$ cat src/rtl/sha3_host_ctrl.sv
`timescale 1ns/1ps
// Host-side initiator for the sha3_xl register/command interface: length, 25 state words, start, digest readback.
// Latency: LEN_HOLD + 2*N_WORDS + stall cycles + 1 to START; each digest word takes 2 read cycles before m_valid.
// Backpressure: s_ready only while a stream word is awaited (core held on IDLE meanwhile); m_data/m_last hold until m_ready.
//
// Ports:
//   clk, rst                 clock (rising edge), asynchronous active-low reset
//   cmd_start, cmd_len       start pulse (sampled only when idle), message length in bits
//   s_data/s_valid/s_ready   message word stream in
//   m_data/m_valid/m_ready   digest word stream out, m_last marks the final word
//   busy, done, err          not idle; one-cycle completion pulse; sticky watchdog flag
//   core_*                   sha3_xl control/add/data_in/data_out/end_op
// Optional feature: define SHA3_CTRL_TIMEOUT_EN to enable the WAIT watchdog (TIMEOUT cycles).
// Without it, WAIT blocks until end_op and err is constant 0.
module sha3_host_ctrl #(
    parameter int D_WIDTH      = 64,
    parameter int N_WORDS      = 25,
    parameter int DIGEST_WORDS = 4,
    parameter int LEN_HOLD     = 5,
    parameter int TIMEOUT      = 4096
) (
    input  logic               clk,
    input  logic               rst,
    input  logic               cmd_start,
    input  logic [D_WIDTH-1:0] cmd_len,
    input  logic [D_WIDTH-1:0] s_data,
    input  logic               s_valid,
    output logic               s_ready,
    output logic [D_WIDTH-1:0] m_data,
    output logic               m_valid,
    input  logic               m_ready,
    output logic               m_last,
    output logic               busy,
    output logic               done,
    output logic               err,
    output logic [3:0]         core_control,
    output logic [7:0]         core_add,
    output logic [D_WIDTH-1:0] core_data_in,
    input  logic [D_WIDTH-1:0] core_data_out,
    input  logic               core_end_op
);

    localparam logic [3:0] CMD_IDLE  = 4'b0100;
    localparam logic [3:0] CMD_LEN   = 4'b0101;
    localparam logic [3:0] CMD_DATA  = 4'b0110;
    localparam logic [3:0] CMD_START = 4'b0111;

    localparam int         SH       = $clog2(D_WIDTH);
    localparam logic [7:0] LAST_I   = 8'(N_WORDS - 1);
    localparam logic [7:0] LAST_J   = 8'(DIGEST_WORDS - 1);
    localparam logic [7:0] LEN_LAST = 8'(LEN_HOLD - 1);

    typedef enum logic [3:0] {
        ST_IDLE,
        ST_LEN,
        ST_LOAD_A,
        ST_LOAD_D,
        ST_START,
        ST_WAIT,
        ST_RD_A,
        ST_RD_D,
        ST_OUT
    } state_t;

    state_t             state;
    logic [7:0]         nw;
    logic [7:0]         i_cnt;
    logic [7:0]         j_cnt;
    logic [7:0]         len_cnt;
    logic               wait_first;

    logic [D_WIDTH-1:0] words_ceil;
    logic [7:0]         nw_in;
    logic [7:0]         next_i;
    logic               load_stream;

`ifdef SHA3_CTRL_TIMEOUT_EN
    localparam int TW = $clog2(TIMEOUT + 1);
    logic          err_q;
    logic [TW-1:0] wcnt;
    assign err = err_q;
`else
    assign err = 1'b0;
`endif

    // Word count for the message: ceil(len / D_WIDTH), clamped to the state size.
    // next_i is the index about to be loaded: 0 when leaving LEN, i+1 otherwise.
    always_comb begin
        words_ceil  = (cmd_len >> SH) + D_WIDTH'(|cmd_len[SH-1:0]);
        nw_in       = (words_ceil > D_WIDTH'(N_WORDS)) ? 8'(N_WORDS) : words_ceil[7:0];
        next_i      = (state == ST_LEN) ? 8'd0 : i_cnt + 8'd1;
        load_stream = (next_i < nw);
    end

    always_ff @(posedge clk or negedge rst) begin
        if (!rst) begin
            state        <= ST_IDLE;
            nw           <= '0;
            i_cnt        <= '0;
            j_cnt        <= '0;
            len_cnt      <= '0;
            wait_first   <= 1'b0;
            core_control <= CMD_IDLE;
            core_add     <= '0;
            core_data_in <= '0;
            s_ready      <= 1'b0;
            m_valid      <= 1'b0;
            m_last       <= 1'b0;
            m_data       <= '0;
            busy         <= 1'b0;
            done         <= 1'b0;
`ifdef SHA3_CTRL_TIMEOUT_EN
            err_q        <= 1'b0;
            wcnt         <= '0;
`endif
        end else begin
            done <= 1'b0;
            case (state)
                ST_IDLE: begin
                    if (cmd_start) begin
                        nw           <= nw_in;
                        len_cnt      <= '0;
                        core_control <= CMD_LEN;
                        core_add     <= '0;
                        core_data_in <= cmd_len >> 3;
                        busy         <= 1'b1;
                        state        <= ST_LEN;
`ifdef SHA3_CTRL_TIMEOUT_EN
                        err_q        <= 1'b0;
`endif
                    end
                end
                ST_LEN, ST_LOAD_D: begin
                    if (state == ST_LEN && len_cnt != LEN_LAST) begin
                        len_cnt <= len_cnt + 8'd1;
                    end else if (state == ST_LOAD_D && i_cnt == LAST_I) begin
                        core_control <= CMD_START;
                        core_add     <= '0;
                        core_data_in <= '0;
                        state        <= ST_START;
                    end else begin
                        // Streamed words first park the core on IDLE with s_ready up;
                        // padding words go straight to LOAD_DATA with zero data.
                        i_cnt        <= next_i;
                        core_add     <= next_i;
                        core_data_in <= '0;
                        s_ready      <= load_stream;
                        core_control <= load_stream ? CMD_IDLE : CMD_DATA;
                        state        <= ST_LOAD_A;
                    end
                end
                ST_LOAD_A: begin
                    // With s_ready up this is the stall; after the handshake the
                    // state stays one more cycle so the word is driven twice.
                    if (s_ready) begin
                        if (s_valid) begin
                            s_ready      <= 1'b0;
                            core_data_in <= s_data;
                            core_control <= CMD_DATA;
                        end
                    end else begin
                        state <= ST_LOAD_D;
                    end
                end
                ST_START: begin
                    core_control <= CMD_IDLE;
                    wait_first   <= 1'b1;
                    state        <= ST_WAIT;
`ifdef SHA3_CTRL_TIMEOUT_EN
                    wcnt         <= '0;
`endif
                end
                ST_WAIT: begin
                    // end_op may still be high from the previous hash during the
                    // first cycle after START, so that sample is discarded.
                    wait_first <= 1'b0;
                    if (!wait_first && core_end_op) begin
                        j_cnt    <= '0;
                        core_add <= '0;
                        state    <= ST_RD_A;
                    end
`ifdef SHA3_CTRL_TIMEOUT_EN
                    else if (wcnt == TW'(TIMEOUT - 1)) begin
                        err_q <= 1'b1;
                        busy  <= 1'b0;
                        state <= ST_IDLE;
                    end else begin
                        wcnt <= wcnt + 1'b1;
                    end
`endif
                end
                ST_RD_A: begin
                    state <= ST_RD_D;
                end
                ST_RD_D: begin
                    m_data  <= core_data_out;
                    m_valid <= 1'b1;
                    m_last  <= (j_cnt == LAST_J);
                    state   <= ST_OUT;
                end
                ST_OUT: begin
                    if (m_ready) begin
                        m_valid <= 1'b0;
                        m_last  <= 1'b0;
                        if (m_last) begin
                            done     <= 1'b1;
                            busy     <= 1'b0;
                            core_add <= '0;
                            state    <= ST_IDLE;
                        end else begin
                            j_cnt    <= j_cnt + 8'd1;
                            core_add <= j_cnt + 8'd1;
                            state    <= ST_RD_A;
                        end
                    end
                end
                default: begin
                    state <= ST_IDLE;
                end
            endcase
        end
    end

endmodule

$ cat config.mk
export PLATFORM = sky130hd
export DESIGN_NAME = sha3_host_ctrl
export DESIGN_NICKNAME = d
export VERILOG_FILES = /design/src/rtl/sha3_host_ctrl.sv
export SDC_FILE = /design/constraint.sdc
export NUM_CORES = 1
export LEC_CHECK = 0
export ABC_AREA = 0
export BUFFER_PORTS_ARGS = -buffer_cell sky130_fd_sc_hd__buf_2
export CAP_MARGIN = 20
export CORE_ASPECT_RATIO = 1.2
export CORE_MARGIN = 1.5
export CORE_UTILIZATION = 46
export CTS_CLUSTER_SIZE = 28
export DETAILED_ROUTE_END_ITERATION = 12
export PLACE_DENSITY = 0.75
export SLEW_MARGIN = 20
export SYNTH_ARGS = -nofsm -noshare
export SYNTH_HDL_FRONTEND = slang
export SYNTH_SLANG_ARGS = --single-unit
$ cat constraint.sdc
create_clock -name clk -period 3.7 [get_ports clk]
set_input_delay 0.74 -clock clk [delete_from_list [all_inputs] [get_ports clk]]
set_output_delay 0.74 -clock clk [all_outputs]
set_load 0.05 [all_outputs]
Yosys cells after proc, flatten, opt, wreduce, memory -nomap -nowiden
Cells that the tools add are included.

Latch bits: 0. RAM bits: 0. Logic and storage cells: 122. Memory bits (read-only): 0. Memories: 0. Register bits: 182. Input bits: 198. Output and inout bits: 146.

Shifts and indexed selects: 0. Multiply operators: 0. Order comparisons: 2. Muxes and demuxes: 50. Reductions and logical operators: 27. $add $sub $neg: 4. Div/mod/pow operators: 0. Eq/ne operators: 22. Bitwise gates (word level): 2.

Operators with widths (number): 64-bit 2-to-1 mux (4); 64-bit case mux with 3 select lines (1); 8-bit 2-to-1 mux (11); 58-bit by 1-bit adder with 59-bit output (1); 59-bit by 5-bit > comparator with 1-bit output (second input constant) (1); 4-bit 2-to-1 mux (9); 4-bit case mux with 8 select lines (1); 8-bit case mux with 2 select lines (2); 8-bit case mux with 4 select lines (1); 8-bit by 1-bit adder with 8-bit output (second input constant) (3); 2-bit inequality test (second input constant) (11); 5-bit AND reduction (4); 4-bit by 3-bit equality test with 1-bit output (second input constant) (4); 4-bit case mux with 4 select lines (1); 2-bit nonzero test (6); 1-bit 2-to-1 mux (11); 1-bit case mux with 2 select lines (5); 3-bit AND reduction (3); 4-bit by 2-bit equality test with 1-bit output (second input constant) (2); 8-bit by 2-bit equality test with 1-bit output (second input constant) (1); 8-bit by 5-bit equality test with 1-bit output (second input constant) (1); 8-bit < comparator (1); 8-bit by 3-bit inequality test with 1-bit output (second input constant) (1); 4-bit AND reduction (2); other kinds (13) (20).

Longest topological paths before layout
Depth after elaboration: 7. Mapped depth: 14. Gate-level depth less buffers: 12.

Least setup slack after synthesis
No wires, ideal clock.

Path kind: input -> register. From: input port cmd_len[3]. To: register nw[3]. Arrival time: 3153 ps. Path slack: 402 ps. Stages on the path: 13. Required time: 3556 ps. Path through: nor4_1 > nand2_1 > ha_1 > ha_1 > buf_4 > and3_1 > clkbuf_1 > a2111oi_0 > o2111ai_1 > nor3_1 > nand4_1 > nor4_4 > a32oi_1.

Longest elaborated chain between the ends: 4.

RTL lines: start: declaration (line 25) `input logic [D_WIDTH-1:0] cmd_len,`; 6-bit OR reduction (*) (line 89) `words_ceil = (cmd_len >> SH) + D_WIDTH'(|cmd_len[SH-1:0]);`; 58-bit by 1-bit adder with 59-bit output (*) (line 89); 59-bit by 5-bit > comparator with 1-bit output (line 90) `nw_in = (words_ceil > D_WIDTH'(N_WORDS)) ? 8'(N_WORDS) : words_ceil[7:0];`; 8-bit 2-to-1 mux (*) (line 90); end signal: assignment (line 121) `nw <= nw_in;`; end: declaration (line 66) `logic [7:0] nw;`.

Every way passes the cells marked *; elsewhere a longest branch is shown, timed or not. A chain may end at the register's enable or synchronous reset.

Worst setup path in the final report
From: input port cmd_len[0]. To: register nw[1].

Same word-level chain as after synthesis.

==> run_results.csv <==
group,metric,value,unit
status,status,"finished, final reports clean",
flow_run,maxCapViolCount,0,
cts,cts_tree,"yes",
synthesis,ys_seq_elements,180,
drt,ant_nets,0,
power_and_ir_drop,clockPowerShare,0.226,
global_routing,antenna_found_initial,0,
drt,drt_first_pass_iters,5,
power_and_ir_drop,peakVddDrop,0.374,mV
finish,finalNonFillerCells,1623,
place,io_buffers,340,
sta,fmax,0.297,GHz
drt,drc,0,
drt,drtIter0Drc,628,
finish,diodes,0,
sta,slew_headroom,0.451,
worst_setup_path,worstPathArrival,3.74,ns
worst_setup_path,cp_max_fo,5,
global_routing,grt_pass1_vias,8792,
cts,cts-buffers-inserted,17,
synthesis,yosysSeqAreaShare,0.458,
cts,hold_buffers,0,
power_and_ir_drop,p_per_area,641,nW/um^2
worst_setup_path,endpoint_kind,"register",
place,placed_cells,1591,
sta,fin_worst_skew,0.0162,ns
sta,fin_crit_sh,0.911,
sta,hold_viol_final,0,
worst_setup_path,critical_path_class,"in -> reg",
sta,fin_crit,3.37,ns
drt,vias,9315,
power_and_ir_drop,p_int,0.00423,W
global_routing,grt_max_degree,93,
global_routing,grt_pass1_wl,46.1,mm
power_and_ir_drop,pwr-share-comb,0.447,
floorplanning,dieArea,22200,sq um
drt,wl_per_cell,18.4,um
synthesis,yosysWarnings,0,
sta,worst_pin_slew,0.823,ns
synthesis,synth_area_per_cell,9.57,sq um
synthesis,syn_area,9830,sq um
floorplanning,io_pins,344,
power_and_ir_drop,p_sw,0.00372,W
cts,cts_buffer_depth,2,
floorplanning,rows,58,
finish,layout_commonest_cell,"buf_2",
floorplanning,fp.dieW,136,um
finish,final_cell_mix,"buf_2 (339), dfrtp_1 (180), nand2_1 (137)",
finish,nNetsFinal,1552,
synthesis,synth_area_leaders,"dfrtp_1 (46%), mux2_2 (7.4%), o21ai_0 (5.3%)",
cts,cts_sinks,180,
synthesis,synth_flop_cell,"dfrtp_1",
cts,cts_setup_buffers,0,
place,place_area,11800,sq um
cts,clk_latency,0.44,ns
place,place_congestion,0.985,
power_and_ir_drop,p_leak,5.82,nW
finish,num-fill-cells,1833,
synthesis,synth_top_area_share,0.458,
place,place_hpwl,22.9,mm
floorplanning,start_util,0.469,
sta,grt_setup_unrepaired,"no",
worst_setup_path,cp.required,4.07,ns
cts,clkSlewWorstSetupHoldPaths,0.07,ns
floorplanning,die_y,163,um
power_and_ir_drop,p_seq_frac,0.327,
sta,slew_violations,0,
finish,design_area,12400,sq um
finish,areaGrowthSynthToFinish,26.2,%
power_and_ir_drop,swShare,0.468,
synthesis,synthArstFlopShare,1.00,
drt,routed_wirelength,29.8,mm
synthesis,synthCells,1027,
finish,drive_gt1_frac,0.364,
synthesis,synth_top_area_cell,"dfrtp_1",
hold_path,hold_path_class,"in -> async",
synthesis,synth_cell_types,71,
cts,h-tree-depth,4,
sta,setup_viol,0,
synthesis,synth_enable_flop_cells,0,
drt,viasPerCell,5.74,
worst_setup_path,worstSetupStartpointType,"input port",
global_routing,grt_overflow,0,
global_routing,grt_use_total,0.267,
worst_setup_path,r2r_slack,0.85,ns
cts,root_buffer,"clkbuf_16",
floorplanning,core-area,21000,sq um
[stage by stage]
stage	worst slack (ns)	power, W	hold slack, ns	util	TNS, ns
after detailed placement	-0.213	0.00619	0.460	0.563	-1.02
after global placement	-0.0998	0.00611	0.457	0.563	-0.459
after CTS	0.233	0.00800	0.402	0.591	0
after floorplan	0.402	0.00517	0.444	-	0
after global routing	0.0612	0.00843	0.422	0.591	0
final	0.329	0.00795	0.366	0.591	0
[kinds of logic (layout without fill, tap and decap cells)]
| group | Yosys count | after routing | synth area share |
|---|---|---|---|
| DFF | 180 | 180 | 0.458 |
| adders and majority gates | 14 | 14 | 0.0178 |
| muxes | 67 | 67 | 0.0765 |
| buffers and inverters | 93 | 418 | 0.0419 |
| and+or+nand+nor | 386 | 386 | 0.208 |
| other | 2 | 3 | 0.000764 |
| AOI/OAI and AO/OA | 245 | 245 | 0.161 |
| xor gates and xnor gates | 40 | 40 | 0.0357 |
[power by group through the flow]
| stage | registers, W | clock network, W | logic (W) |
|---|---|---|---|
| global placement | 0.00261 | 0 | 0.00350 |
| CTS | 0.00260 | 0.00184 | 0.00356 |
| global route | 0.00265 | 0.00193 | 0.00385 |
| finish | 0.00260 | 0.00180 | 0.00355 |
| floorplan | 0.00368 | 0 | 0.00148 |
| detailed placement | 0.00263 | 0 | 0.00356 |
[worst paths after layout]
path,from,endpoint,depth (start not counted)
hold reg to reg,core_data_in[6],core_data_in[6],2
hold / removal,rst,core_add[5],1
setup / recovery,cmd_len[0],nw[1],14
setup reg to reg,state[2],nw[1],8
max in group asynchronous,rst,core_data_in[57],2
min in group clk,core_data_in[6],core_data_in[6],2
[state kept, by name, summed over array words and instances, names as in the netlist]
signal and cells:
m_data 64, i_cnt 8, state 4, nw 8, busy 1, core_add 8, core_control 2, j_cnt 8
s_ready 1, m_last 1, wait_first 1, done 1, core_data_in 64, m_valid 1, len_cnt 8
[cell type report]
class	count	area (sq um)	area share
Sequential cell	180	4500	0.363
Clock inverter	15	168	0.0135
Clock buffer	17	425	0.0343
Inverter	23	86.3	0.00696
Timing Repair Buffer	363	1930	0.156
Multi-Input combinational cell	755	4940	0.399
Tap cell	270	338	0.0273
[synthesized netlist by cell type (all sizes together), types with 12 or more instances]
cell type and n:
a21oi 14, a22o 12, a22oi 62, and3 16, buf 30, clkbuf 40, dfrtp 180, ha 14
inv 23, mux2 65, nand2 138, nand3 43, nand4 33, nor2 50, nor3 25, nor4 22
o21ai 107, xnor2 21, xor2 19
[worst max-delay path: stages]
cell     delay, ns
buf_2         0.11
nor4_2        0.06
buf_4         0.13
nand2_1       0.06
ha_1          0.21
ha_1          0.26
nand4_1       0.10
or4_1         0.48
nor4_1        0.26
xnor2_1       0.17
nand2_1       0.07
or4_1         0.58
nor4_4        0.27
a32o_1        0.22
[metal layers]
metal	track usage	wire length, um	up-vias	share of wire
li1	-	-	4376	-
met1	0.320	11500	4410	0.39
met2	0.468	15200	453	0.51
met3	0.0543	2100	76	0.071
met4	0.104	909	0	0.031
met5	0	0	-	0
[repair_timing]
item | 4_1_cts | 5_1_grt
endpoints found under the setup margin | 0 | 5
resized for setup | 0 | 1
endpoints found under the hold margin | 0 | 0
No activity file was read; power rests on OpenSTA's default activity.
